### src/rtl/timer_input_register.sv
// Keypad time-entry register for a microwave timer: synchronizes and debounces
// the keypad strobe, then shifts accepted BCD digits into an MM:SS display.
module timer_input_register #(
    parameter int DEBOUNCE_CYCLES = 4
) (
    input  logic       clk,
    input  logic       reset,
    input  logic [3:0] saida_cod,
    input  logic       loadn,
    input  logic       enable,
    input  logic       clear,
    output logic [3:0] min_tens,
    output logic [3:0] min_units,
    output logic [3:0] sec_tens,
    output logic [3:0] sec_units,
    output logic [2:0] digit_count,
    output logic       entry_full,
    output logic       key_accepted,
    output logic       time_valid
);

    typedef enum logic {
        ARMED,
        HELD
    } state_t;

    localparam logic [3:0] CNT_LAST = 4'(DEBOUNCE_CYCLES - 1);

    logic       loadn_meta_q;
    logic       loadn_s_q;
    logic [3:0] cod_meta_q;
    logic [3:0] cod_s_q;

    state_t     state_q;
    logic [3:0] cnt_q;
    logic [3:0] min_tens_q;
    logic [3:0] min_units_q;
    logic [3:0] sec_tens_q;
    logic [3:0] sec_units_q;
    logic [2:0] digit_count_q;
    logic       key_accepted_q;

    logic       digit_ok;

    // Two-flop synchronizers; loadn idles high so reset parks it released.
    always_ff @(posedge clk) begin
        if (reset) begin
            loadn_meta_q <= 1'b1;
            loadn_s_q    <= 1'b1;
            cod_meta_q   <= 4'd0;
            cod_s_q      <= 4'd0;
        end else begin
            loadn_meta_q <= loadn;
            loadn_s_q    <= loadn_meta_q;
            cod_meta_q   <= saida_cod;
            cod_s_q      <= cod_meta_q;
        end
    end

    assign digit_ok = (cod_s_q <= 4'd9) && (digit_count_q < 3'd4);

    always_ff @(posedge clk) begin
        if (reset) begin
            state_q        <= ARMED;
            cnt_q          <= 4'd0;
            min_tens_q     <= 4'd0;
            min_units_q    <= 4'd0;
            sec_tens_q     <= 4'd0;
            sec_units_q    <= 4'd0;
            digit_count_q  <= 3'd0;
            key_accepted_q <= 1'b0;
        end else begin
            key_accepted_q <= 1'b0;
            case (state_q)
                ARMED: begin
                    if (!loadn_s_q && enable) begin
                        if (cnt_q == CNT_LAST) begin
                            cnt_q   <= 4'd0;
                            state_q <= HELD;
                            // Invalid codes and a full entry still consume the press.
                            if (digit_ok && !clear) begin
                                min_tens_q     <= min_units_q;
                                min_units_q    <= sec_tens_q;
                                sec_tens_q     <= sec_units_q;
                                sec_units_q    <= cod_s_q;
                                digit_count_q  <= digit_count_q + 3'd1;
                                key_accepted_q <= 1'b1;
                            end
                        end else begin
                            cnt_q <= cnt_q + 4'd1;
                        end
                    end else begin
                        cnt_q <= 4'd0;
                    end
                end
                HELD: begin
                    // Release detection deliberately ignores enable.
                    if (loadn_s_q) begin
                        if (cnt_q == CNT_LAST) begin
                            cnt_q   <= 4'd0;
                            state_q <= ARMED;
                        end else begin
                            cnt_q <= cnt_q + 4'd1;
                        end
                    end else begin
                        cnt_q <= 4'd0;
                    end
                end
                default: begin
                    state_q <= ARMED;
                    cnt_q   <= 4'd0;
                end
            endcase

            if (clear) begin
                min_tens_q    <= 4'd0;
                min_units_q   <= 4'd0;
                sec_tens_q    <= 4'd0;
                sec_units_q   <= 4'd0;
                digit_count_q <= 3'd0;
            end
        end
    end

    assign min_tens     = min_tens_q;
    assign min_units    = min_units_q;
    assign sec_tens     = sec_tens_q;
    assign sec_units    = sec_units_q;
    assign digit_count  = digit_count_q;
    assign key_accepted = key_accepted_q;
    assign entry_full   = (digit_count_q == 3'd4);
    assign time_valid   = (|{min_tens_q, min_units_q, sec_tens_q, sec_units_q})
                          && (sec_tens_q <= 4'd5);

endmodule
### config.mk
export PLATFORM = sky130hd
export DESIGN_NAME = timer_input_register
export DESIGN_NICKNAME = d
export VERILOG_FILES = /design/src/rtl/timer_input_register.sv
export SDC_FILE = /design/constraint.sdc
export NUM_CORES = 1
export LEC_CHECK = 0
export ABC_CLOCK_PERIOD_IN_PS = 3540
export BUFFER_PORTS_ARGS = -buffer_cell sky130_fd_sc_hd__buf_4
export CAP_MARGIN = 20
export CORE_ASPECT_RATIO = 1.4
export CORE_MARGIN = 4
export CORE_UTILIZATION = 40
export CTS_BUF_LIST = sky130_fd_sc_hd__clkbuf_16
export CTS_CLUSTER_SIZE = 14
export DETAILED_ROUTE_END_ITERATION = 8
export PLACE_DENSITY_LB_ADDON = 0.05
export SLEW_MARGIN = 20
export SYNTH_ARGS = -nofsm -noshare
export SYNTH_HDL_FRONTEND = slang
export SYNTH_SLANG_ARGS = --single-unit
### constraint.sdc
create_clock -name clk -period 3.54 [get_ports clk]
set_input_delay 0 -clock clk [delete_from_list [all_inputs] [get_ports clk]]
set_output_delay 0 -clock clk [all_outputs]
set_load 0.01 [all_outputs]
==> results of run 1 <==
[cell type report]
class / instances / area share, %
inverter: 3 / 0.631
sequential: 35 / 39.2
timing repair buffer: 41 / 18.6
tap: 39 / 2.73
clock buffer: 5 / 7.01
clock inverter: 2 / 0.491
multi-input combinational: 84 / 31.3
[cells in the final DEF (no fill, tap or decap)]
| master | n |
|---|---|
| and2_1 | 1 |
| nor2_1 | 5 |
| a211oi_1 | 2 |
| a21o_1 | 1 |
| dlygate4sd3_1 | 10 |
| o21ai_0 | 1 |
| nor2b_1 | 8 |
| buf_4 | 31 |
| dfxtp_1 | 35 |
| or3b_4 | 1 |
| nand4b_1 | 1 |
| clkbuf_16 | 5 |
| nand3_1 | 1 |
| o21ai_1 | 1 |
| nor4_1 | 3 |
| and4_1 | 1 |
| nor3_1 | 3 |
| or2_2 | 2 |
| xnor2_1 | 1 |
| ha_1 | 3 |
| and4b_1 | 1 |
| mux2i_1 | 18 |
| clkinv_2 | 1 |
| clkinv_1 | 1 |
| nor3b_4 | 1 |
| nand2_1 | 27 |
| inv_1 | 3 |
| xor2_1 | 1 |
| a21oi_1 | 1 |
[power by group]
| part | switching (mW) | internal [mW] |
|---|---|---|
| logic | 0.0110 | 0.0178 |
| registers | 0.00168 | 0.400 |
| clock network | 0.141 | 0.252 |
| total | 0.154 | 0.670 |
[registers in the layout, indices dropped and copies added, names as in the netlist]
signal,cells
sec_tens,4
min_units,4
cnt_q,4
key_accepted,1
sec_units,4
cod_s_q,4
loadn_s_q,1
state_q,1
digit_count,3
min_tens,4
cod_meta_q,4
loadn_meta_q,1
[cell families (layout without fill, tap and decap cells)]
kind of cell / Yosys count / after routing
and+or+nand+nor: 55 / 55
DFF: 35 / 35
muxes: 18 / 18
buffers and inverters: 8 / 51
AOI/OAI and AO/OA: 6 / 6
adders and majority gates: 3 / 3
xor gates and xnor gates: 2 / 2
[metal layers]
metal,up-vias,wire (um),global-route usage [%]
met3,5,150,4.24
met5,-,0,0
met1,449,1020,13.2
met2,26,1300,25.5
li1,510,-,-
met4,0,67,10.3
[critical path, cell delays in order (launching register included)]
cell	delay, ns
dfxtp_1	0.35
ha_1	0.19
nor3b_4	0.29
and4b_1	0.98
mux2i_1	0.29
[per-stage QoR]
| step | hold WS [ns] | cell area [um2] | power, mW | cells |
|---|---|---|---|---|
| finish | 0.0583 | 1790 | 0.824 | 209 |
| floorplan | 0.0716 | 1310 | 0.420 | 127 |
| global placement | 0.187 | 1550 | 0.430 | 192 |
| global route | 0.0939 | 1790 | 0.859 | 209 |
| CTS | 0.0516 | 1790 | 0.840 | 209 |
| detailed placement | 0.190 | 1550 | 0.430 | 192 |
[path summary, 6_finish.rpt]
check / startpoint / to
setup / recovery: cnt_q[0]$_SDFF_PP0_ / min_units[3]$_SDFFE_PP0P_
hold reg to reg: loadn_meta_q$_SDFF_PP1_ / loadn_s_q$_SDFF_PP1_
setup reg to reg: cnt_q[0]$_SDFF_PP0_ / min_units[3]$_SDFFE_PP0P_
hold / removal: enable / state_q$_SDFF_PP0_
[repair_timing]
action,in CTS,in global routing
hold buffers,10,0
buffers inserted,0,0
endpoints found under the hold margin,11,0
==> metrics.txt, run 1 <==
CTS H-tree lvls=2; Pwr Density=462 nW/um2; Cell variety after synth=27; number of synthesized flops with an enable pin=0; Post-Place Worst Slack=1.36 ns; Hold Path Class=input pin to flip-flop; TritonCTS Sinks=35; share of the synthesized area in the top cell type=53.4%; sequential area share after synthesis=53.4%; Req. time, crit path=3.73 ns; Post-Synth Adder-Cell Area=2.86%; Longest Clk Path Bufs=2; Core Footprint=about 3100 um2; Peak VDD IR=approximately 410 uV; RD Place Congestion=0.777; fin util=57.2%; DR WL/cell=about 12 um; worst slew pin tran=1.09 ns; vias in the first global route=995; top cells by area, synth=dfxtp_1 (53%), mux2i_1 (14%), nand2_1 (7.7%), nor2b_1 (3.8%), ha_1 (2.9%); PnR worst setup slack=1.36 ns; clock skew=0.00432 ns; Ys Warns=0; Setup Crit Path Kind=flip-flop to flip-flop; Post-Synthesis Cell Area=1310 um2; DRC viols=0; Die H=around 76 um; vias per std cell=roughly 4.7; min cycle time layout=2.18 ns; fin crit share=61.7%; GRT Util Overall=13.9%; worst r2r path cells=4; most numerous cell in the Yosys netlist=dfxtp_1; status=complete, no violations; Max Cap Viol=0; filler instances=314; Synth Instances=127; Synth Area in Compound Gates=under 10%; Synth Area in XOR/XNOR=around 1.3%; final WL=2.54 mm; RSZ-0062 raised after global routing=no; Die X-Extent=approximately 56 um; Synthesized Nets=139; max-slew violation count=0; Port Buffers=30; area leader, netlist=dfxtp_1; Fmax=458 MHz; vias=between 900 and 1k; Layout Nets=182; syn_area_per_cell=10.3 um2; slew margin rel.=between 20% and 30%; synth-to-layout area growth=36.0%; clk_lat worst skew=0.27 ns; diode count=0; Resize count post-CTS=0; largest net degree at the start of global routing=27; Data arrival, critical path=2.37 ns; CTS tree=built; antenna viol nets, final=0; CP Max Fanout=18; global-route wire length before repair=4.46 mm; Worst-path clk slew=0.05 ns; TritonRoute pass-1 iters=2; Ports=31; post-synthesis mux area share=a little over an eighth; Worst setup SP type=flip-flop; TNS Setup=0 ns; worst reg-to-reg setup slack=roughly 1.4 ns; Rows=24; number of antenna violations at the first check in global routing=0; grt total ovfl=0; ys flop type=dfxtp_1; Detail Placement HPWL=1.79 mm; Final Hold Viols=0; synthesized flop and latch total=35; Clk Tree Root Cell=clkbuf_16; multi-input logic area=558 um2; full die area=4270 um2; layout cells sized above 1=24.1%; Critical Path End Type=flip-flop; Leak Pwr=just over 0.7 nW; main combinational cell family by area after synthesis=simple AND/OR/NAND/NOR gates; Hold Crit Depth=3; initial core utilization=42.0%; Async S/R FF share, synth=0%; drt initial violations=15; top cells by count, synth=dfxtp_1 (35), nand2_1 (27), mux2i_1 (18); Final setup viols=0; post-synthesis simple-gate area fraction=21.7%; clock buffer count from CTS=5; sequential cell area=701 um2
(Power assumes the default switching activity.)
==> run 2: changes to the inputs <==
--- a/config.mk
+++ b/config.mk
@@ -5,7 +5,8 @@
 export SDC_FILE = /design/constraint.sdc
 export NUM_CORES = 1
 export LEC_CHECK = 0
-export ABC_CLOCK_PERIOD_IN_PS = 3540
+export ABC_AREA = 1
+export ABC_CLOCK_PERIOD_IN_PS = 1780
 export BUFFER_PORTS_ARGS = -buffer_cell sky130_fd_sc_hd__buf_4
 export CAP_MARGIN = 20
 export CORE_ASPECT_RATIO = 1.4
==> constraint.sdc (replaced) <==
create_clock -name clk -period 1.78 [get_ports clk]
set_input_delay 0 -clock clk [delete_from_list [all_inputs] [get_ports clk]]
set_output_delay 0 -clock clk [all_outputs]
set_load 0.01 [all_outputs]
==> run 2 against run 1 <==
Against the previous run:
- final cell count rose by 30%
- setup slack got worse by 1.0 ns
- utilization shrank 2.4 points
- register-to-register slack got worse by 1.0 ns
- clock skew down 0.0024 ns
- routed wire length rose by 12%
- flip-flop and latch count is the same
- first-iteration DRC count up 110%
- power grew 100%
- design area rose by 6.5%
==> metrics.txt, run 2 <==
Worst setup SP type=flip-flop; vias=1269 (+28%); Core Footprint=3470 um2 (+11%); syn_area_per_cell=7.66 um2 (-26%); Port Buffers=30 (unchanged); slew margin rel.=51.6% (+24 points); Cell Int Power=1.33 mW (+99%); TritonCTS Sinks=35 (unchanged); Max Cap Viol=0 (unchanged); Clk Tree Root Cell=clkbuf_16; Peak VDD IR=553 uV (+35%); Psw=328 uW (+110%); DRC viols=0 (unchanged); Fmax=693 MHz (+51%); Longest Clk Path Bufs=2 (unchanged); Placed Cells=258 (+34%); Synthesized Nets=205 (+47%); max-slew violation count=0 (unchanged); worst slew pin tran=0.725 ns (-0.365 ns); Detail Placement HPWL=2.05 mm (+14%); commonest cells after routing, fill and taps aside=nor2_1 (53), dfxtp_1 (35), buf_4 (30); area leader, netlist=dfxtp_1; Data arrival, critical path=1.61 ns (-0.76 ns); Clk pwr share=47.3% (-0.4 points); Seq pwr share=48.1% (-0.7 points); vias per std cell=4.68 (-1.1%); clock skew=0.00193 ns (-0.00239 ns); clk_lat worst skew=0.27 ns (about the same); share of the synthesized area in the top cell type=47.4% (-6.0 points); Worst-path clk slew=0.05 ns (about the same); Async S/R FF share, synth=0% (unchanged); vias in the first global route=1224 (+23%); clock buffer count from CTS=5 (unchanged); synthesized flop and latch total=35 (unchanged); CP Max Fanout=19 (+1); Final Hold Viols=0 (unchanged); fin crit share=81.0% (+19 points); Die X-Extent=59.4 um (+5.2%); Post-Synthesis Cell Area=1480 um2 (+13%); most common cell after layout, fill and taps aside=nor2_1; initial core utilization=42.6% (+0.53 points); CTS H-tree lvls=2 (unchanged); fin cells=271 (+30%); Pwr Density=872 nW/um2 (+89%); CTS tree=built; grt total ovfl=0 (unchanged); Final setup viols=0 (unchanged); Layout Nets=242 (+33%); status=complete, no violations; Ys Warns=0 (unchanged); Rows=25 (+4.2%); Req. time, crit path=1.94 ns (-1.79 ns); Leak Pwr=0.830 nW (+17%); final WL=2.83 mm (+12%); crit-path cells=ha_1 -> nand2_2 -> nor2_4 -> nand3b_1 -> nand2_1 -> nor2_1; RSZ-0062 raised after global routing=no; CP max-delay cell=nor2_4; Cell variety after synth=28 (+3.7%); combinational power share=4.5% (+1.0 points); TritonRoute pass-1 iters=4 (+2); Critical Path End Type=flip-flop; Synth Instances=193 (+52%); sequential area share after synthesis=47.4% (-6.0 points); ys flop type=dfxtp_1; top cells by count, synth=nor2_1 (53), dfxtp_1 (35), inv_1 (25); Die H=79.9 um (+5.5%); antenna viol nets, final=0 (unchanged); DR WL/cell=10.4 um (-14%); number of synthesized flops with an enable pin=0 (unchanged); most numerous cell in the Yosys netlist=nor2_1; post-CTS setup buffer count=0 (unchanged); number of antenna violations at the first check in global routing=0 (unchanged); Setup Crit Path Kind=flip-flop to flip-flop; Hold Path Class=input pin to flip-flop; diode count=0 (unchanged); min cycle time layout=1.44 ns (-0.742 ns); drt initial violations=32 (+17); TNS Setup=0 ns (unchanged); layout cells sized above 1=22.9% (-1.2 points); largest net degree at the start of global routing=20 (-26%); GRT Util Overall=13.6% (-0.32 points); CP peak stage delay=0.38 ns (-0.60 ns); Net Sw Frac=19.7% (+1.0 points); top cells by area, synth=dfxtp_1 (47%), nor2_1 (13%), inv_1 (6.4%), nand3_1 (5.4%), nand2_1 (5.3%); global-route wire length before repair=4.91 mm (+10%); full die area=4740 um2 (+11%); Ports=31 (unchanged); synth-to-layout area growth=28.7%; RD Place Congestion=0.733 (-5.7%)
## run 2: cell families (layout without fill, tap and decap cells)
logic type / Yosys count / in the layout / synth area share [%]
and+or+nand+nor: 112 / 112 / 36.1
DFF: 35 / 35 / 47.4
buffers and inverters: 34 / 72 / 9.91
AOI/OAI and AO/OA: 7 / 7 / 2.88
adders and majority gates: 3 / 3 / 2.54
xor gates and xnor gates: 2 / 2 / 1.19
## run 2: final timing paths
kind,startpoint,to,slack [ns],cells after the start
setup / recovery,cnt_q[0]$_SDFF_PP0_,digit_count[1]$_SDFFE_PP0P_,0.34,6
hold / removal,reset,cnt_q[1]$_SDFF_PP0_,0.005,2
setup reg to reg,cnt_q[0]$_SDFF_PP0_,digit_count[1]$_SDFFE_PP0P_,0.34,6
hold reg to reg,cod_meta_q[1]$_SDFF_PP0_,cod_s_q[1]$_SDFF_PP0_,0.40,2
## run 2: repair_timing
item / in CTS / in global routing
hold endpoints to repair: 5 / 0
hold buffers: 5 / 0
gates resized for setup: 0 / 0
setup endpoints to repair: 0 / 0
## run 2: per-stage QoR
step / setup slack, ns / hold slack (ns) / total power [mW] / util, % / instance area (um2)
floorplan: 0.539 / 0.0793 / 0.860 / - / 1480
global placement: 0.392 / 0.186 / 0.881 / 49.4 / 1720
detailed placement: 0.326 / 0.189 / 0.883 / 49.4 / 1720
CTS: 0.320 / 0.0130 / 1.69 / 54.8 / 1900
global route: 0.192 / 0.0319 / 1.74 / 54.8 / 1900
finish: 0.338 / 0.00488 / 1.66 / 54.8 / 1900
## run 2: power groups by stage
| stage | combinational [mW] | clock, mW | sequential [mW] |
|---|---|---|---|
| 2_1_floorplan | 0.0457 | 0 | 0.814 |
| 3_3_place_gp | 0.0667 | 0 | 0.814 |
| 3_5_place_dp | 0.0681 | 0 | 0.815 |
| 4_1_cts | 0.0770 | 0.813 | 0.798 |
| 5_1_grt | 0.0864 | 0.852 | 0.799 |
| 6_report | 0.0752 | 0.785 | 0.799 |
## run 2: metal layers
metal	up-vias	share of wire, %	GRT usage (%)
li1	660	-	-
met1	571	42	13.7
met2	31	50	24.4
met3	7	5.5	3.88
met4	0	2.1	6.80
met5	-	0	0
## run 2: layout make-up
type / count / area, um2
fill: 361 / 1570
sequential: 35 / 701
multi-input combinational: 124 / 631
timing repair buffer: 35 / 275
clock buffer: 5 / 125
inverter: 29 / 109
tap: 40 / 50.0
clock inverter: 3 / 11.3
## run 2: worst max-delay path, delay by kind of cell (launching register included)
family	cells	cell delay, ns
simple gates	5	0.75
flops	1	0.36
fa+ha+maj	1	0.22
==> run 3: changes to the inputs <==
--- a/config.mk
+++ b/config.mk
@@ -6,7 +6,7 @@
 export NUM_CORES = 1
 export LEC_CHECK = 0
 export ABC_AREA = 1
-export ABC_CLOCK_PERIOD_IN_PS = 1780
+export ABC_CLOCK_PERIOD_IN_PS = 1400
 export BUFFER_PORTS_ARGS = -buffer_cell sky130_fd_sc_hd__buf_4
 export CAP_MARGIN = 20
 export CORE_ASPECT_RATIO = 1.4
==> constraint.sdc (replaced) <==
create_clock -name clk -period 1.4 [get_ports clk]
set_input_delay 0 -clock clk [delete_from_list [all_inputs] [get_ports clk]]
set_output_delay 0 -clock clk [all_outputs]
set_load 0.01 [all_outputs]
==> run 3 against run 2 <==
Against the previous run:
- die area did not move
- fmax rose by 11%
- combinational power up 41%
- worst hold slack about the same
- largest power group is now clock
==> metrics.txt, run 3 (same netlist as run 2, synthesis figures left out) <==
Die H=79.9 um (unchanged); status=complete, no violations; Req. time, crit path=1.61 ns (-0.33 ns); CTS H-tree lvls=2 (unchanged); clock buffer count from CTS=5 (unchanged); Core Footprint=3470 um2 (unchanged); CP Launch Point=cnt_q[0]$_SDFF_PP0_; full die area=4740 um2 (unchanged); Total Power=2.14 mW (+29%); diode count=0 (unchanged); worst r2r path cells=7 (+1); Rows=25 (unchanged); clock skew=0.00437 ns (+0.00244 ns); reg2reg start=cnt_q[0]$_SDFF_PP0_; vias in the first global route=1211 (-1.1%); DR WL/cell=10.7 um (+2.9%); Final Hold Viols=0 (unchanged); Worst setup SP type=flip-flop; commonest cells after routing, fill and taps aside=nor2_1 (53), dfxtp_1 (35), buf_4 (31); vias per std cell=4.69 (+0.15%); most common cell after layout, fill and taps aside=nor2_1; CP Max Fanout=18 (-1); min cycle time layout=1.30 ns (-0.138 ns); Pwr Density=1090 nW/um2 (+25%); RSZ-0062 raised after global routing=no; Leak Pwr=0.853 nW (+2.9%); sequential cell area=701 um2 (unchanged); initial core utilization=42.6% (unchanged); CTS tree=built; DRC viols=0 (unchanged); Peak VDD IR=826 uV (+50%); vias=1285 (+1.3%); multi-input logic area=636 um2 (+0.79%); Max Cap Viol=0 (unchanged); Clk Tree Root Cell=clkbuf_16; TritonRoute pass-1 iters=4 (unchanged); synth-to-layout area growth=32.3%; slew margin rel.=81.9% (+30 points); drt initial violations=31 (-3.1%); Fmax=767 MHz (+11%); post-CTS setup buffer count=0 (unchanged); grt total ovfl=0 (unchanged); Port Buffers=30 (unchanged); global-route wire length before repair=5.09 mm (+3.5%); CP Capture Point=min_tens[3]$_SDFFE_PP0P_; worst reg-to-reg setup slack=0.1 ns (-0.24 ns); RD Place Congestion=0.753 (+2.7%); final WL=2.95 mm (+4.1%); fin crit share=93.1% (+12 points); antenna viol nets, final=0 (unchanged); largest net degree at the start of global routing=20 (unchanged); FF-to-FF End=min_tens[3]$_SDFFE_PP0P_; max-slew violation count=0 (unchanged); worst slew pin tran=0.272 ns (-0.454 ns); Longest Clk Path Bufs=2 (unchanged); GRT Util Overall=14.1% (+0.49 points); clk_lat worst skew=0.27 ns (about the same); Worst-path clk slew=0.05 ns (about the same); TritonCTS Sinks=35 (unchanged); Data arrival, critical path=1.51 ns (-0.10 ns); Layout Nets=245 (+1.2%); Setup Crit Path Kind=flip-flop to flip-flop; Detail Placement HPWL=2.05 mm (+0.26%); layout cells sized above 1=24.4% (+1.4 points); Ports=31 (unchanged); Critical Path End Type=flip-flop; number of antenna violations at the first check in global routing=0 (unchanged); Hold Path Class=input pin to flip-flop; filler instances=342 (-5.3%); TNS Setup=0 ns (unchanged); Final setup viols=0 (unchanged); Die X-Extent=59.4 um (unchanged)
[run 3: metal layers]
layer	track usage, %	vias to the layer above	wire (um)
li1	-	669	-
met1	15.5	580	1270
met2	23.3	29	1470
met3	4.21	7	165
met4	7.94	0	46
met5	0	-	0
[run 3: power by group]
group / switching [mW] / total (mW) / internal (mW) / leakage, nW
Combinational: 0.0549 / 0.106 / 0.0512 / 0.499
Clock: 0.379 / 1.02 / 0.639 / 0.0701
Sequential: 0.00381 / 1.01 / 1.01 / 0.284
Total: 0.438 / 2.14 / 1.70 / 0.853
[run 3: worst min path at each step]
stage               start                       end  cells past startpoint
floorplan           reset   key_accepted$_SDFF_PP0_                      1
global placement    loadn   loadn_meta_q$_SDFF_PP1_                      2
detailed placement  loadn   loadn_meta_q$_SDFF_PP1_                      2
CTS                 reset  cod_meta_q[3]$_SDFF_PP0_                      2
global route        reset        state_q$_SDFF_PP0_                      2
finish              reset  cod_meta_q[3]$_SDFF_PP0_                      2
[run 3: worst max-delay path, stage by stage (launching register included)]
cell,delay (ns)
dfxtp_1,0.35
ha_1,0.21
nand2_2,0.11
inv_2,0.08
nand2_4,0.06
nor2_8,0.24
nor2_1,0.07
nor2_1,0.11
[run 3: timing repair]
action                                  4_1_cts  5_1_grt
hold buffers                                  5        0
hold endpoints to repair                      5        0
gates resized for setup                       0        1
endpoints found under the setup margin        0        1
[run 3: final cells by class]
class / count / share of cell area (%)
flip-flops and latches: 35 / 35.9
multi-input cells: 124 / 32.5
repair buffers: 38 / 16.5
clock buffers: 5 / 6.40
inverters: 29 / 5.57
well taps: 40 / 2.56
clock inverters: 3 / 0.576
[run 3: through the flow]
step / cell area (um2) / instances / utilization (%) / setup slack (ns) / hold WS, ns
2_1_floorplan: 1480 / 193 / - / 0.159 / 0.0793
3_3_place_gp: 1760 / 261 / 50.8 / 0.166 / 0.187
3_5_place_dp: 1760 / 261 / 50.8 / 0.0889 / 0.190
4_1_cts: 1950 / 274 / 56.1 / 0.0394 / 0.00823
5_1_grt: 1950 / 274 / 56.3 / 0.000721 / 0.0193
6_report: 1950 / 274 / 56.3 / 0.0960 / 0.00504
